<file path="src/rtl/booth_multiplier_seq.sv">
// rtl/booth_multiplier_seq.sv - sequential radix-2 Booth multiplier for signed or unsigned operands
module booth_multiplier_seq #(
  parameter int WIDTH = 8
) (
  input  logic                 clk,
  input  logic                 rst,
  input  logic                 start,
  input  logic                 signed_mode,
  input  logic [WIDTH-1:0]     multiplicand,
  input  logic [WIDTH-1:0]     multiplier,
  output logic [2*WIDTH-1:0]   product,
  output logic                 busy,
  output logic                 done
);

  localparam int CW = $clog2(WIDTH + 2);
  localparam logic [CW-1:0] STEPS = CW'(WIDTH + 1);

  typedef enum logic [1:0] {IDLE, RUN, DONE} state_t;

  state_t          state, state_next;
  logic [WIDTH:0]  m_ext, acc, q_reg;
  logic [WIDTH:0]  acc_sum, acc_next, q_next;
  logic            q_m1;
  logic [CW-1:0]   count;
  logic            accept, last_step;

  // Operands carry one extra bit so unsigned values and the most-negative
  // signed value both run through the same signed Booth recurrence.
  always_comb begin
    acc_sum = acc;
    case ({q_reg[0], q_m1})
      2'b01:   acc_sum = acc + m_ext;
      2'b10:   acc_sum = acc - m_ext;
      default: acc_sum = acc;
    endcase
    acc_next = {acc_sum[WIDTH], acc_sum[WIDTH:1]};
    q_next   = {acc_sum[0], q_reg[WIDTH:1]};
  end

  assign accept    = start && (state == IDLE || state == DONE);
  assign last_step = (state == RUN) && (count == CW'(1));
  assign busy      = (state == RUN);
  assign done      = (state == DONE);

  always_comb begin
    state_next = state;
    case (state)
      IDLE, DONE: state_next = start ? RUN : IDLE;
      RUN:        state_next = (count == CW'(1)) ? DONE : RUN;
      default:    state_next = IDLE;
    endcase
  end

  always_ff @(posedge clk) begin
    if (rst) begin
      state   <= IDLE;
      m_ext   <= '0;
      acc     <= '0;
      q_reg   <= '0;
      q_m1    <= 1'b0;
      count   <= '0;
      product <= '0;
    end else begin
      state <= state_next;
      if (accept) begin
        m_ext <= {signed_mode & multiplicand[WIDTH-1], multiplicand};
        q_reg <= {signed_mode & multiplier[WIDTH-1], multiplier};
        acc   <= '0;
        q_m1  <= 1'b0;
        count <= STEPS;
      end else if (state == RUN) begin
        acc   <= acc_next;
        q_reg <= q_next;
        q_m1  <= q_reg[0];
        count <= count - CW'(1);
      end
      // The two top bits of the shifted {A,Q} are pure sign extension.
      if (last_step) begin
        product <= {acc_next[WIDTH-2:0], q_next};
      end
    end
  end

endmodule

</file>
<file path="config.mk">
export PLATFORM = sky130hd
export DESIGN_NAME = booth_multiplier_seq
export DESIGN_NICKNAME = d
export VERILOG_FILES = /design/src/rtl/booth_multiplier_seq.sv
export SDC_FILE = /design/constraint.sdc
export NUM_CORES = 1
export LEC_CHECK = 0
export BUFFER_PORTS_ARGS = -buffer_cell sky130_fd_sc_hd__buf_2
export CORE_MARGIN = 2
export CORE_UTILIZATION = 40
export DETAILED_ROUTE_END_ITERATION = 8
export GPL_TIMING_DRIVEN = 0
export SYNTH_ARGS = -nofsm -noshare
export SYNTH_HDL_FRONTEND = slang
export SYNTH_SLANG_ARGS = --single-unit
</file>
<file path="constraint.sdc">
create_clock -name clk -period 4.02 [get_ports clk]
set_clock_uncertainty 0.1 [all_clocks]
set_input_delay 0 -clock clk [delete_from_list [all_inputs] [get_ports clk]]
set_output_delay 0 -clock clk [all_outputs]
set_load 0.03 [all_outputs]
</file>
==> summary.md, run 1 <==
| Metric | Value |
|---|---|
| Syn_area_per_cell | `8.16 µm²` |
| Area grow syn2layout | `23.7%` |
| Worst Path Required | `between 4 and 5 ns` |
| Crit-path max FO | `9` |
| Register area | `981 µm²` |
| # clock sinks | `49` |
| Die area | `6720 µm²` |
| Crit share post-route | `about three quarters` |
| Sw Share | `33.0%` |
| LEAKAGE | `1.19 nW` |
| Worst-skew pair later-pin latency | `approximately 0.31 ns` |
| Critical path class | `reg2reg` |
| GPL Wtd Cong | `between 0.7 and 0.8` |
| Via count | `roughly 2.3k` |
| Maximum vdd drop | `0.211 mV` |
| Slew HR | `between 60% and 70%` |
| Aggregate global routing overflow | `0` |
| Fin. Hold Viols | `0` |
| Root buf cell | `clkbuf_8` |
| Setup Buffers After CTS | `0` |
| CP startpoint kind | `register` |
| Total Routing Usage GR | `19.5%` |
| Sw Pwr | `0.378 mW` |
| Max reg flops | `16` |
| Share of total power in the clock network | `26.2%` |
| Post-synth net total | `331` |
| Multi-input logic area | `1350 µm²` |
| Final setup fails | `0` |
| DRC Markers | `0` |
| Critical Path Sink Type | `register` |
| Vias in the first global route | `2,102` |
| FMAX | `0.340 GHz` |
| Post-synthesis register bit count | `49` |
| Nets | `around 400` |
| Slowest-stage cell, CP | `or4b_1` |
| H-Tree Depth | `2` |
| Avg Vias per Cell | `around 5.2` |
| CP arrival | `3.08 ns` |
| Primary FF master, synth | `dfxtp_1` |
| TritonRoute pass-1 iters | `4` |
| Initial DRC Count | `90` |
| Total core area | `5890 µm²` |
| Synth warn | `0` |
| CTS tree | `yes` |
| HP Class | `in2reg` |
| Min Tclk post-route | `between 2 and 3 ns` |
| Final setup TNS | `0 ns` |
| Clk slew on worst S/H paths | `0.09 ns` |
| Slowest cell delay on critical path | `0.49 ns` |
| Sequential Power Share | `46.6%` |
| Ports | `38` |
| First-pass GRT wire length | `10.1 mm` |
| # rows | `28` |
| Combinational Power Share | `27.3%` |
| Setup repair after global routing missed its margin | `no` |
| Drt wl/cell | `about 14 µm` |
| P_int | `about 0.77 mW` |
| Synth cell types | `41` |
| Largest net degree at the start of global routing | `16` |
| Initial Utilization | `41.3%` |
| # fillers | `622` |
| Worst Tran Pin Value | `between 0.5 and 0.6 ns` |
| Share of flip-flops with an asynchronous set or reset | `0%` |
| Port bufs | `37` |
| Max-Cap Viols | `0` |
| WL final | `approximately 6.1 mm` |
| CTS max path bufs | `2` |
| Die height | `82.0 µm` |
| Share of cells above drive strength 1 | `15.1%` |
| Seq/Total Area, Yosys | `between 40% and 50%` |
| Die width | `82.0 µm` |
| Final Max Slew Viols | `0` |
| TritonCTS Buffers | `5` |
| Post-synth EDFFs | `0` |
| Initial antenna violation count | `0` |
| Post-DP HPWL | `between 4 and 5 mm` |
| Crit path cell chain | `ha_1, clkbuf_1, mux2i_1, ha_1, nor2b_1, o2111ai_1, a21oi_1, or4b_1, a21oi_1` |
| Mapped cell area | `around 2400 µm²` |
| Total design power | `1.15 mW` |
| Outcome | `finished, final reports clean` |
| Antenna Cells | `0` |
| Power per cell area | `~380 nW/µm²` |
| Post-Syn Instances | `298` |
| Post-route ant nets | `0` |
-- repair_timing --
action                                 in CTS  in global routing
endpoints found under the hold margin      20                  0
hold buffers                               21                  0
resized for setup                           0                  0
-- per-layer routing --
layer / share of wire [%] / up-vias / wire (µm) / GRT usage [%]
li1: - / 1174 / - / -
met1: 48 / 1071 / 2950 / 26.4
met2: 47 / 41 / 2850 / 32.2
met3: 3.9 / 6 / 235 / 3.30
met4: 0.98 / 0 / 60 / 4.50
met5: 0 / - / 0 / 0
-- worst paths after layout --
check                                 from         end  slack [ns]  cells past startpoint
worst max-delay path              q_reg[0]      acc[6]        1.08                      9
worst min-delay path                 start      acc[7]        0.12                      4
worst max register to register    q_reg[0]      acc[6]        1.08                      9
worst min register to register  product[2]  product[2]        0.36                      2
-- Yosys cell counts, types with 2 or more instances --
| cell | n | area, µm² |
|---|---|---|
| xnor2_1 | 10 | 87.6 |
| a31oi_1 | 2 | 12.5 |
| o21ai_0 | 5 | 25.0 |
| o21a_1 | 2 | 15.0 |
| mux2i_1 | 5 | 50.1 |
| a21o_1 | 3 | 22.5 |
| a22oi_1 | 9 | 67.6 |
| a21oi_1 | 43 | 215 |
| xor2_1 | 2 | 17.5 |
| o211a_1 | 2 | 20.0 |
| nand2b_1 | 3 | 18.8 |
| o211ai_1 | 4 | 30.0 |
| nor2_1 | 25 | 93.8 |
| ha_1 | 12 | 150 |
| inv_2 | 2 | 7.51 |
| nand3_1 | 5 | 25.0 |
| a211oi_1 | 11 | 82.6 |
| dfxtp_1 | 49 | 981 |
| nor3_1 | 4 | 20.0 |
| clkbuf_1 | 9 | 33.8 |
| inv_1 | 8 | 30.0 |
| buf_1 | 3 | 11.3 |
| buf_2 | 4 | 20.0 |
| or4b_1 | 2 | 20.0 |
| nor2b_1 | 3 | 18.8 |
| nand2_1 | 56 | 210 |
-- through the flow --
step | worst slack [ns] | instances | hold slack [ns] | instance area (µm²) | utilization (%)
floorplan | 1.43 | 298 | 0.0360 | 2430 | -
detailed placement | 1.10 | 410 | 0.149 | 2710 | 46.1
finish | 1.08 | 439 | 0.125 | 3010 | 51.1
CTS | 1.08 | 439 | 0.115 | 3010 | 51.1
global route | 0.869 | 439 | 0.145 | 3010 | 51.1
global placement | 1.14 | 410 | 0.143 | 2710 | 46.1
-- worst max-delay path: cells and delay by family, from the launching register on --
| family | cells | cell delay [ns] |
|---|---|---|
| buf+inv | 1 | 0.33 |
| mux | 1 | 0.38 |
| compound gates | 3 | 0.61 |
| fa+ha+maj | 2 | 0.46 |
| simple gates | 2 | 0.63 |
| flops | 1 | 0.37 |
-- area by class of cell --
cell class / instances / share of cell area [%]
multi-input combinational: 223 / 44.8
sequential: 49 / 32.6
timing repair buffer: 58 / 13.1
tap: 75 / 3.12
clock buffer: 6 / 2.41
buffer: 16 / 2.16
inverter: 10 / 1.25
clock inverter: 2 / 0.458
-- power by group through the flow --
| stage | registers (mW) | clock network, mW | logic (mW) |
|---|---|---|---|
| global route | 0.539 | 0.327 | 0.350 |
| detailed placement | 0.546 | 0 | 0.296 |
| global placement | 0.545 | 0 | 0.293 |
| floorplan | 0.548 | 0 | 0.221 |
| finish | 0.535 | 0.301 | 0.313 |
| CTS | 0.534 | 0.308 | 0.313 |
-- kinds of logic (layout without fill, tap and decap cells) --
group           Yosys count  count (layout)  share of synthesized area, %
mux                       6               6                          2.52
xor+xnor                 12              12                          4.32
fa+ha+maj                13              13                          7.00
simple gates            106             106                          19.3
flops                    49              49                          40.3
buf+inv                  26              92                          4.22
compound gates           86              86                          22.3
-- cells in the final DEF (no fill, tap or decap), types with 2 or more instances in the layout --
master          n
a211oi_1       11
a21o_1          3
a21oi_1        43
a22oi_1         9
a31oi_1         2
buf_1           3
buf_2          41
clkbuf_1       10
clkbuf_8        5
dfxtp_1        49
dlygate4sd3_1  21
ha_1           12
inv_1           8
inv_2           2
mux2i_1         5
nand2_1        56
nand2b_1        3
nand3_1         5
nor2_1         25
nor2b_1         3
nor3_1          4
o211a_1         2
o211ai_1        4
o21a_1          2
o21ai_0         5
or4b_1          2
xnor2_1        10
xor2_1          2
No activity file was read; power rests on OpenSTA's default activity.
==> run 2: changes to the inputs <==
--- a/config.mk
+++ b/config.mk
@@ -5,6 +5,7 @@
 export SDC_FILE = /design/constraint.sdc
 export NUM_CORES = 1
 export LEC_CHECK = 0
+export ABC_AREA = 1
 export BUFFER_PORTS_ARGS = -buffer_cell sky130_fd_sc_hd__buf_2
 export CORE_MARGIN = 2
 export CORE_UTILIZATION = 40
==> constraint.sdc (replaced) <==
create_clock -name clk -period 2.76 [get_ports clk]
set_clock_uncertainty 0.1 [all_clocks]
set_input_delay 0 -clock clk [delete_from_list [all_inputs] [get_ports clk]]
set_output_delay 0 -clock clk [all_outputs]
set_load 0.03 [all_outputs]
==> summary.md, run 2 <==
| Metric | Value |
|---|---|
| Seq/Total Area, Yosys | `38.4% (was 40.3%)` |
| Most common cell after layout, fill and taps aside | `nand2_1 (unchanged)` |
| Max reg flops | `16 (unchanged)` |
| Combinational Power Share | `27.0% (was 27.3%)` |
| Worst R2R End | `product[15] (was acc[6])` |
| R2R setup slack | `0.27 ns (was 1.08 ns)` |
| Final Max Slew Viols | `0 (unchanged)` |
| # rows | `29 (was 28)` |
| TritonCTS Buffers | `5 (unchanged)` |
| H-Tree Depth | `2 (unchanged)` |
| CP arrival | `2.60 ns (was 3.08 ns)` |
| FMAX | `0.401 GHz (was 0.340 GHz)` |
| Most frequent cells in the layout | `nand2_1 (94), dfxtp_1 (49), inv_1 (47) (was nand2_1 (56), dfxtp_1 (49), a21oi_1 (43))` |
| Worst Path Required | `2.87 ns (was 4.16 ns)` |
| Final setup TNS | `0 ns (unchanged)` |
| Sw Pwr | `0.583 mW (was 0.378 mW)` |
| Most frequent cell after synthesis | `nand2_1 (unchanged)` |
| Setup repair after global routing missed its margin | `no (unchanged)` |
| Synth warn | `0 (unchanged)` |
| CTS max path bufs | `2 (unchanged)` |
| Crit path cell chain | `inv_1, ha_1, nand2_1, nor2_1, nor2_1, xor2_1, inv_1, ha_1, a21oi_2, o21a_1, nand3b_1, nand3_1, nand3_1, nand2_1, inv_1 (was ha_1, clkbuf_1, mux2i_1, ha_1, nor2b_1, o2111ai_1, a21oi_1, or4b_1, a21oi_1)` |
| Worst Tran Pin Value | `0.528 ns (was 0.573 ns)` |
| Crit-path max FO | `6 (was 9)` |
| Via count | `2,444 (was 2,292)` |
| Vias in the first global route | `2,358 (was 2,102)` |
| Sw Share | `32.2% (was 33.0%)` |
| Die width | `83.9 µm (was 82.0 µm)` |
| Fin. Hold Viols | `0 (unchanged)` |
| Area grow syn2layout | `23.0% (was 23.7%)` |
| Post-synth net total | `394 (was 331)` |
| Avg Vias per Cell | `4.88 (was 5.22)` |
| Min-Delay Path Depth | `4 (unchanged)` |
| Ports | `38 (unchanged)` |
| Total core area | `6280 µm² (was 5890 µm²)` |
| Root buf cell | `clkbuf_8 (unchanged)` |
| HP Class | `in2reg (unchanged)` |
| DRC Markers | `0 (unchanged)` |
| Worst-skew pair later-pin latency | `0.31 ns (about the same)` |
| Die area | `7050 µm² (was 6720 µm²)` |
| Post-synth EDFFs | `0 (unchanged)` |
| Setup Buffers After CTS | `0 (unchanged)` |
| Share of cells above drive strength 1 | `14.6% (was 15.1%)` |
| R2R cell count | `15 (was 9)` |
| CTS tree | `yes (unchanged)` |
| Mapped cell area | `2560 µm² (was 2430 µm²)` |
| Critical Path Sink Type | `register (unchanged)` |
| GPL Wtd Cong | `0.843 (was 0.788)` |
| Post-DP HPWL | `4.56 mm (was 4.43 mm)` |
| CP startpoint kind | `register (unchanged)` |
| Yosys top cell by area | `dfxtp_1 (unchanged)` |
| Post-Syn Instances | `361 (was 298)` |
| Crit share post-route | `90.2% (was 73.3%)` |
| Max-Cap Viols | `0 (unchanged)` |
| LEAKAGE | `1.56 nW (was 1.19 nW)` |
| Sequential Power Share | `43.2% (was 46.6%)` |
| Antenna Cells | `0 (unchanged)` |
| Die height | `83.9 µm (was 82.0 µm)` |
| First-pass GRT wire length | `10.7 mm (was 10.1 mm)` |
| Share of flip-flops with an asynchronous set or reset | `0% (unchanged)` |
| Min Tclk post-route | `2.49 ns (was 2.94 ns)` |
| Initial antenna violation count | `0 (unchanged)` |
| Initial Utilization | `40.7% (was 41.3%)` |
| Worst R2R Start | `m_ext[0] (was q_reg[0])` |
| Synth area leaders | `dfxtp_1 (38%), nand2_1 (14%), inv_1 (6.9%), nand3_1 (6.7%), ha_1 (5.9%) (was dfxtp_1 (40%), a21oi_1 (8.8%), nand2_1 (8.6%), ha_1 (6.2%), nor2_1 (3.9%))` |
| Initial DRC Count | `117 (was 90)` |
| Primary FF master, synth | `dfxtp_1 (unchanged)` |
| Post-route ant nets | `0 (unchanged)` |
| TritonRoute pass-1 iters | `4 (unchanged)` |
| Slew HR | `64.8% (was 61.8%)` |
| Largest net degree at the start of global routing | `15 (was 16)` |
| Slowest-stage cell, CP | `dfxtp_1 (was or4b_1)` |
| Drt wl/cell | `12.5 µm (was 13.9 µm)` |
| Aggregate global routing overflow | `0 (unchanged)` |
| Share of total power in the clock network | `29.9% (was 26.2%)` |
| Power per cell area | `576 nW/µm² (was 382 nW/µm²)` |
| Hold Path Sink | `m_ext[2] (was acc[7])` |
| Maximum vdd drop | `0.286 mV (was 0.211 mV)` |
| Critical path class | `reg2reg (unchanged)` |
| Nets | `456 (was 396)` |
| Final setup fails | `0 (unchanged)` |
| Post-synthesis register bit count | `49 (unchanged)` |
| Clk slew on worst S/H paths | `0.09 ns (about the same)` |
| Synth cell types | `31 (was 41)` |
| Slowest cell delay on critical path | `0.36 ns (was 0.49 ns)` |
| Share of the synthesized area in the top cell type | `38.4% (was 40.3%)` |
| P_int | `1.23 mW (was 0.770 mW)` |
| Hold Crit Start | `start (unchanged)` |
| Total Routing Usage GR | `18.6% (was 19.5%)` |
| Syn_area_per_cell | `7.08 µm² (was 8.16 µm²)` |
| Port bufs | `36 (was 37)` |
| Worst path most repeated cell | `inv_1` |
| WL final | `6.28 mm (was 6.10 mm)` |
| # clock sinks | `49 (unchanged)` |
| Final hold slack | `0.0402 ns (was 0.125 ns)` |
| Synth top cells by count | `nand2_1 (94), dfxtp_1 (49), inv_1 (47) (was nand2_1 (56), dfxtp_1 (49), a21oi_1 (43))` |
| Outcome | `finished, final reports clean (unchanged)` |
==> run 2: changes by cell type in the layout (fill, tap and decap cells not counted), moves of 5 or more <==
| cell | previous run | this run |
|---|---|---|
| nand2_1 | 56 | 94 |
| clkbuf_1 | 10 | 4 |
| nand3_1 | 5 | 34 |
| o21ai_0 | 5 | 21 |
| xnor2_1 | 10 | 1 |
| inv_1 | 8 | 47 |
| mux2i_1 | 5 | 0 |
| a31oi_1 | 2 | 12 |
| a22oi_1 | 9 | 0 |
| a211oi_1 | 11 | 0 |
| a21oi_1 | 43 | 20 |
==> run 2: cell type report <==
class / count / area (µm²)
Fill cell: 624 / 3130
Multi-Input combinational cell: 251 / 1330
Sequential cell: 49 / 981
Timing Repair Buffer: 55 / 370
Inverter: 50 / 188
Tap cell: 77 / 96.3
Clock buffer: 7 / 86.3
Buffer: 11 / 58.8
Clock inverter: 1 / 30.0
==> run 2: worst max path at each step <==
| stage | start | end | slack [ns] | cells after the start |
|---|---|---|---|---|
| global route | m_ext[0] | acc[7] | 0.02 | 17 |
| CTS | m_ext[0] | product[15] | 0.22 | 15 |
| detailed placement | m_ext[0] | product[15] | 0.24 | 15 |
| global placement | m_ext[0] | product[15] | 0.30 | 15 |
| finish | m_ext[0] | product[15] | 0.27 | 15 |
| floorplan | m_ext[0] | acc[6] | 0.57 | 15 |
==> run 2: stage by stage <==
stage	instance area [µm²]	instances	worst slack [ns]	utilization, %	total power [mW]
6_report	3140	501	0.269	50.1	1.81
5_1_grt	3140	501	0.0230	50.1	1.91
4_1_cts	3140	501	0.220	50.0	1.82
3_5_place_dp	2830	474	0.244	45.1	1.26
3_3_place_gp	2830	474	0.303	45.1	1.25
2_1_floorplan	2560	361	0.575	-	1.14
==> run 2: worst max-delay path: cells and delay by family (launching register included) <==
kind	cells	cell delay (ns)
DFF	1	0.36
buffers and inverters	3	0.18
adders and majority gates	2	0.59
and+or+nand+nor	7	0.67
AOI/OAI and AO/OA	2	0.35
xor gates and xnor gates	1	0.15
==> run 2: timing repair <==
item | CTS | global route
gates resized for setup | 0 | 1
endpoints found under the setup margin | 0 | 1
hold endpoints to repair | 20 | 0
hold buffers | 19 | 0
==> run 2: cells by family after synthesis <==
family | Yosys count | synth area share, %
compound gates | 65 | 14.5
xor+xnor | 5 | 1.71
fa+ha+maj | 13 | 6.66
buf+inv | 61 | 9.64
flops | 49 | 38.4
simple gates | 168 | 29.1
==> run 2: power by group through the flow <==
stage	clock, mW	sequential (mW)	combinational, mW
6_report	0.540	0.781	0.489
5_1_grt	0.568	0.788	0.557
4_1_cts	0.549	0.782	0.487
3_5_place_dp	0	0.798	0.464
3_3_place_gp	0	0.798	0.457
2_1_floorplan	0	0.805	0.339
==> run 2: routing by layer <==
layer	global-route usage (%)	wire (µm)	part of all wire (%)	vias to the layer above
met4	4.84	76	1.2	0
li1	-	-	-	1300
met5	0	0	0	-
met3	2.77	175	2.8	6
met1	25.2	3140	50	1107
met2	31.1	2890	46	31
